File: src/rtl/cdc_hs_tx_ctrl.sv
// Source side of a 4-phase req/ack transfer into another clock domain; ACK is re-timed locally.
// Optional abort-on-timeout logic is built when CDC_HS_TIMEOUT_EN is defined.
module cdc_hs_tx_ctrl #(
  parameter int BUS_WIDTH      = 8,
  parameter int NUM_STAGES     = 2,
  parameter int TIMEOUT_CYCLES = 255
) (
  input  logic                 CLK,
  input  logic                 RST,
  input  logic [BUS_WIDTH-1:0] SRC_DATA,
  input  logic                 SRC_VALID,
  output logic                 SRC_READY,
  output logic [BUS_WIDTH-1:0] XFER_DATA,
  output logic                 XFER_REQ,
  input  logic                 XFER_ACK_ASYNC,
  output logic                 BUSY,
`ifdef CDC_HS_TIMEOUT_EN
  output logic                 TIMEOUT_ERR,
  input  logic                 ERR_CLR,
`endif
  output logic                 DONE_PULSE
);

  typedef enum logic [1:0] {
    IDLE        = 2'd0,
    WAIT_ACK_HI = 2'd1,
    WAIT_ACK_LO = 2'd2
  } state_t;

  if (NUM_STAGES < 2 || TIMEOUT_CYCLES < 1) begin : g_param_check
    $error("cdc_hs_tx_ctrl: NUM_STAGES must be >= 2 and TIMEOUT_CYCLES >= 1");
  end

  state_t                 state_reg;
  logic                   req_reg;
  logic                   done_reg;
  logic [BUS_WIDTH-1:0]   data_reg;
  logic [NUM_STAGES-1:0]  ack_sync_reg;
  logic                   ack_s;
  logic                   src_ready;

  always_ff @(posedge CLK or negedge RST) begin
    if (!RST) begin
      ack_sync_reg <= '0;
    end else begin
      ack_sync_reg <= {ack_sync_reg[NUM_STAGES-2:0], XFER_ACK_ASYNC};
    end
  end

  assign ack_s = ack_sync_reg[NUM_STAGES-1];

  // A stale ACK from an earlier transfer must be seen low before a new word is taken.
  assign src_ready  = (state_reg == IDLE) && !ack_s;
  assign SRC_READY  = src_ready;
  assign BUSY       = (state_reg != IDLE);
  assign XFER_REQ   = req_reg;
  assign XFER_DATA  = data_reg;
  assign DONE_PULSE = done_reg;

`ifdef CDC_HS_TIMEOUT_EN
  localparam int CNT_RAW = $clog2(TIMEOUT_CYCLES + 1);
  localparam int CNT_W   = (CNT_RAW < 8) ? 8 : ((CNT_RAW > 32) ? 32 : CNT_RAW);

  logic [CNT_W-1:0] cnt_reg;
  logic             err_reg;
  logic             abort_reg;

  assign TIMEOUT_ERR = err_reg;
`endif

  always_ff @(posedge CLK or negedge RST) begin
    if (!RST) begin
      state_reg <= IDLE;
      req_reg   <= 1'b0;
      done_reg  <= 1'b0;
      data_reg  <= '0;
`ifdef CDC_HS_TIMEOUT_EN
      cnt_reg   <= '0;
      err_reg   <= 1'b0;
      abort_reg <= 1'b0;
`endif
    end else begin
      done_reg <= 1'b0;
`ifdef CDC_HS_TIMEOUT_EN
      // A timeout later in this block overrides the clear.
      if (ERR_CLR) begin
        err_reg <= 1'b0;
      end
`endif
      case (state_reg)
        IDLE: begin
          if (SRC_VALID && src_ready) begin
            data_reg  <= SRC_DATA;
            req_reg   <= 1'b1;
            state_reg <= WAIT_ACK_HI;
`ifdef CDC_HS_TIMEOUT_EN
            cnt_reg   <= '0;
            abort_reg <= 1'b0;
`endif
          end
        end
        WAIT_ACK_HI: begin
          if (ack_s) begin
            req_reg   <= 1'b0;
            state_reg <= WAIT_ACK_LO;
          end
`ifdef CDC_HS_TIMEOUT_EN
          else if (cnt_reg == CNT_W'(TIMEOUT_CYCLES - 1)) begin
            req_reg   <= 1'b0;
            err_reg   <= 1'b1;
            abort_reg <= 1'b1;
            state_reg <= WAIT_ACK_LO;
          end else begin
            cnt_reg <= cnt_reg + 1'b1;
          end
`endif
        end
        WAIT_ACK_LO: begin
          if (!ack_s) begin
`ifdef CDC_HS_TIMEOUT_EN
            done_reg  <= !abort_reg;
`else
            done_reg  <= 1'b1;
`endif
            state_reg <= IDLE;
          end
        end
        default: begin
          req_reg   <= 1'b0;
          state_reg <= IDLE;
        end
      endcase
    end
  end

endmodule
File: config.mk
export PLATFORM = sky130hd
export DESIGN_NAME = cdc_hs_tx_ctrl
export DESIGN_NICKNAME = d
export VERILOG_FILES = /design/src/rtl/cdc_hs_tx_ctrl.sv
export SDC_FILE = /design/constraint.sdc
export NUM_CORES = 1
export LEC_CHECK = 0
export CORE_MARGIN = 5
export CORE_UTILIZATION = 39
export DETAILED_ROUTE_END_ITERATION = 8
export PLACE_DENSITY = 0.86
export SLEW_MARGIN = 40
export SYNTH_ARGS = -nofsm -noshare
export SYNTH_HDL_FRONTEND = slang
export SYNTH_SLANG_ARGS = --single-unit
File: constraint.sdc
create_clock -name CLK -period 1.43 [get_ports CLK]
set_input_delay 0.429 -clock CLK [delete_from_list [all_inputs] [get_ports CLK]]
set_output_delay 0.429 -clock CLK [all_outputs]
set_load 0.005 [all_outputs]
==> impl_results.md <==
- Status: finished with violations
- Failing checks: setup timing
- CP Cell Sequence: buf_6 -> nor3_4 -> buf_2
- Hold path depth: 0
- Drt wl/cell: 15.0 µm
- Num CTS Buffers: 3
- Startpoint types: flop
- Largest net degree at the start of global routing: 15
- Area share of the largest cell type after synthesis: 0.626
- Mapped Area: 559 µm²
- Most frequent cell after synthesis: dfrtp_1
- PD cells: 1340 nW/µm²
- Ratio of cells with drive above 1 in the final layout: 0.413
- Worst hold-check path type: reg -> reg
- Max_cap viols: 0
- Clock skew: 0.00386 ns
- Post-DRT Antenna Nets: 0
- Leak pwr: 0.465 nW
- Critical path buffers and inverters: 2
- Hold_buf cts: 0
- Worst r2r path cells: 5
- Congestion Overflow GR: 0
- CP top delay family: flip-flops
- Final TNS setup: -0.321 ns
- Final Wtd Congestion: 0.703
- Crit end category: primary output
- Peak VDD IR: 0.000808 V
- # clock sinks: 14
- Die ar.: 2290 µm²
- Vias in the first global route: about 460
- Worst slew margin: 0.833
- Io pins: 24
- Rows: 13
- # DRC: 0
- DRC marker count from the first detailed-route iteration: 6
- H-tree depth: 1
- Area grow syn2layout: 67.1%
- Highest clock rate: between 600 and 700 MHz
- Initial antenna violation count: 0
- Final instance area: 935 µm²
- Post-place setup slack: -0.172 ns
- Initial Util: 0.419
- Worst-Skew Late Latency: 0.28 ns
- Req. time, crit path: 1.00 ns
- Placed inst area: roughly 840 µm²
- Period utilization: 1.07
- Area contributors post-synth: dfrtp_1, mux2_4, buf_6, nor3_2, and2_4
- Gate Count Post-Synth: 35
- Commonest cells post-synth: dfrtp_1, mux2_4, inv_1
- Max Fanout on Critical Path: 2
- Worst path depth: 3
- Final setup violation count: 10
- Routed WL: approximately 1.3 mm
- DPL Wire Length: approximately 980 µm
- Vias: 425
- Clock Tree Root: clkbuf_4
- Die Span Y: 47.9 µm
- Syn Area/Cell: between 15 and 20 µm²
- Die W: 47.9 µm
- Post-synth EDFFs: 0
- Post-synth ARST share: 1.00
- Max reg flops: 8
- Mapped Nets: 47
- TritonCTS clock tree: done
- Yosys cell types: 14
- First-pass GRT wire length: 2.10 mm
- Unrepaired setup endpoints after global routing: yes
- Nets: 88
- WS Path Type: reg -> out
- Critical path's slowest cell: dfrtp_1
- Warnings from Yosys: 0
- Final critical-path setup slack: -0.0956 ns
- Top FF cell, synth: dfrtp_1
- Gr usage total: 0.143
- Max-slew violations: 0
- FF+latch count, synth: 14
- I/O Buffers: 23
- TritonRoute pass-1 iters: 4
- CP peak stage delay: 0.39 ns
- Clock transition at path regs: 0.08 ns
- Min cycle time layout: between 1.5 and 2 ns
- Core box area: 1330 µm²
- N_diodes: 0
- Cell taking the most area after synthesis: dfrtp_1
- Routed vias/inst: about 4.7
- Worst Max-Slew Pin Slew: 0.249 ns
- Arr. time, crit path: 1.10 ns
- Seq/Total Area, Yosys: 0.626
- Fin. Hold Viols: 0
- Clock tree buffer depth: 2
-- worst paths after layout --
check | slack, ns | start | end
worst max-delay path | -0.1 | state_reg[0] | SRC_READY
worst min-delay path | 0.35 | ack_sync_reg[0] | ack_sync_reg[1]
min in group asynchronous | 0.45 | RST | DONE_PULSE
worst min register to register | 0.35 | ack_sync_reg[0] | ack_sync_reg[1]
worst max register to register | -0.03 | state_reg[0] | XFER_DATA[4]
max in group asynchronous | 0.81 | RST | state_reg[0]
-- cell families after synthesis --
logic type	count (synthesis)	synth area share
muxes	8	0.215
and+or+nand+nor	7	0.0850
buffers and inverters	3	0.0336
DFF	14	0.626
AOI/OAI and AO/OA	2	0.0246
xor gates and xnor gates	1	0.0157
-- power breakdown --
| part | internal, mW | switching (mW) | leakage [nW] |
|---|---|---|---|
| registers | 0.480 | 0.0459 | 0.168 |
| logic | 0.303 | 0.136 | 0.276 |
| clock network | 0.155 | 0.128 | 0.0210 |
-- cell type report --
| class | instances | area (µm²) |
|---|---|---|
| fill | 112 | 399 |
| sequential | 14 | 350 |
| timing repair buffer | 37 | 323 |
| multi-input combinational | 18 | 199 |
| clock buffer | 4 | 36.3 |
| tap | 15 | 18.8 |
| inverter | 2 | 7.51 |
-- placed cells by master (no fill, tap or decap) --
master / netlist / layout
a21oi_1: 1 / 1
dfrtp_1: 14 / 14
nor3_4: 0 / 1
buf_4: 0 / 13
xor2_1: 1 / 1
nor2_1: 1 / 1
nor3_1: 1 / 1
and2_4: 1 / 1
o32ai_1: 1 / 1
nor3b_1: 1 / 1
clkbuf_8: 0 / 1
mux2_4: 8 / 8
and2_1: 1 / 1
clkbuf_4: 0 / 3
dlygate4sd2_1: 0 / 10
buf_6: 1 / 2
buf_2: 0 / 1
or2_4: 0 / 1
clkdlybuf4s50_1: 0 / 11
inv_1: 2 / 2
-- through the flow --
stage,cells,utilization,hold WS [ns],power (mW)
after floorplan,35,-,0.133,0.692
after global placement,78,0.631,0.333,0.932
after detailed placement,78,0.631,0.340,0.950
after CTS,89,0.695,0.360,1.26
after global routing,90,0.701,0.384,1.32
final,90,0.701,0.355,1.25
-- repair_timing --
action / 4_1_cts / 5_1_grt
resized for setup: 22 / 0
pin swaps: 1 / 0
buffers inserted: 7 / 1
setup endpoints to repair: 16 / 10
-- routing by layer --
layer / GRT usage / vias up / wire length, µm
li1: - / 198 / -
met1: 0.160 / 208 / 511
met2: 0.237 / 17 / 737
met3: 0.0564 / 2 / 86
met4: 0.0645 / 0 / 12
met5: 0 / - / 0
Note: power is estimated with default switching activity, not from simulation.
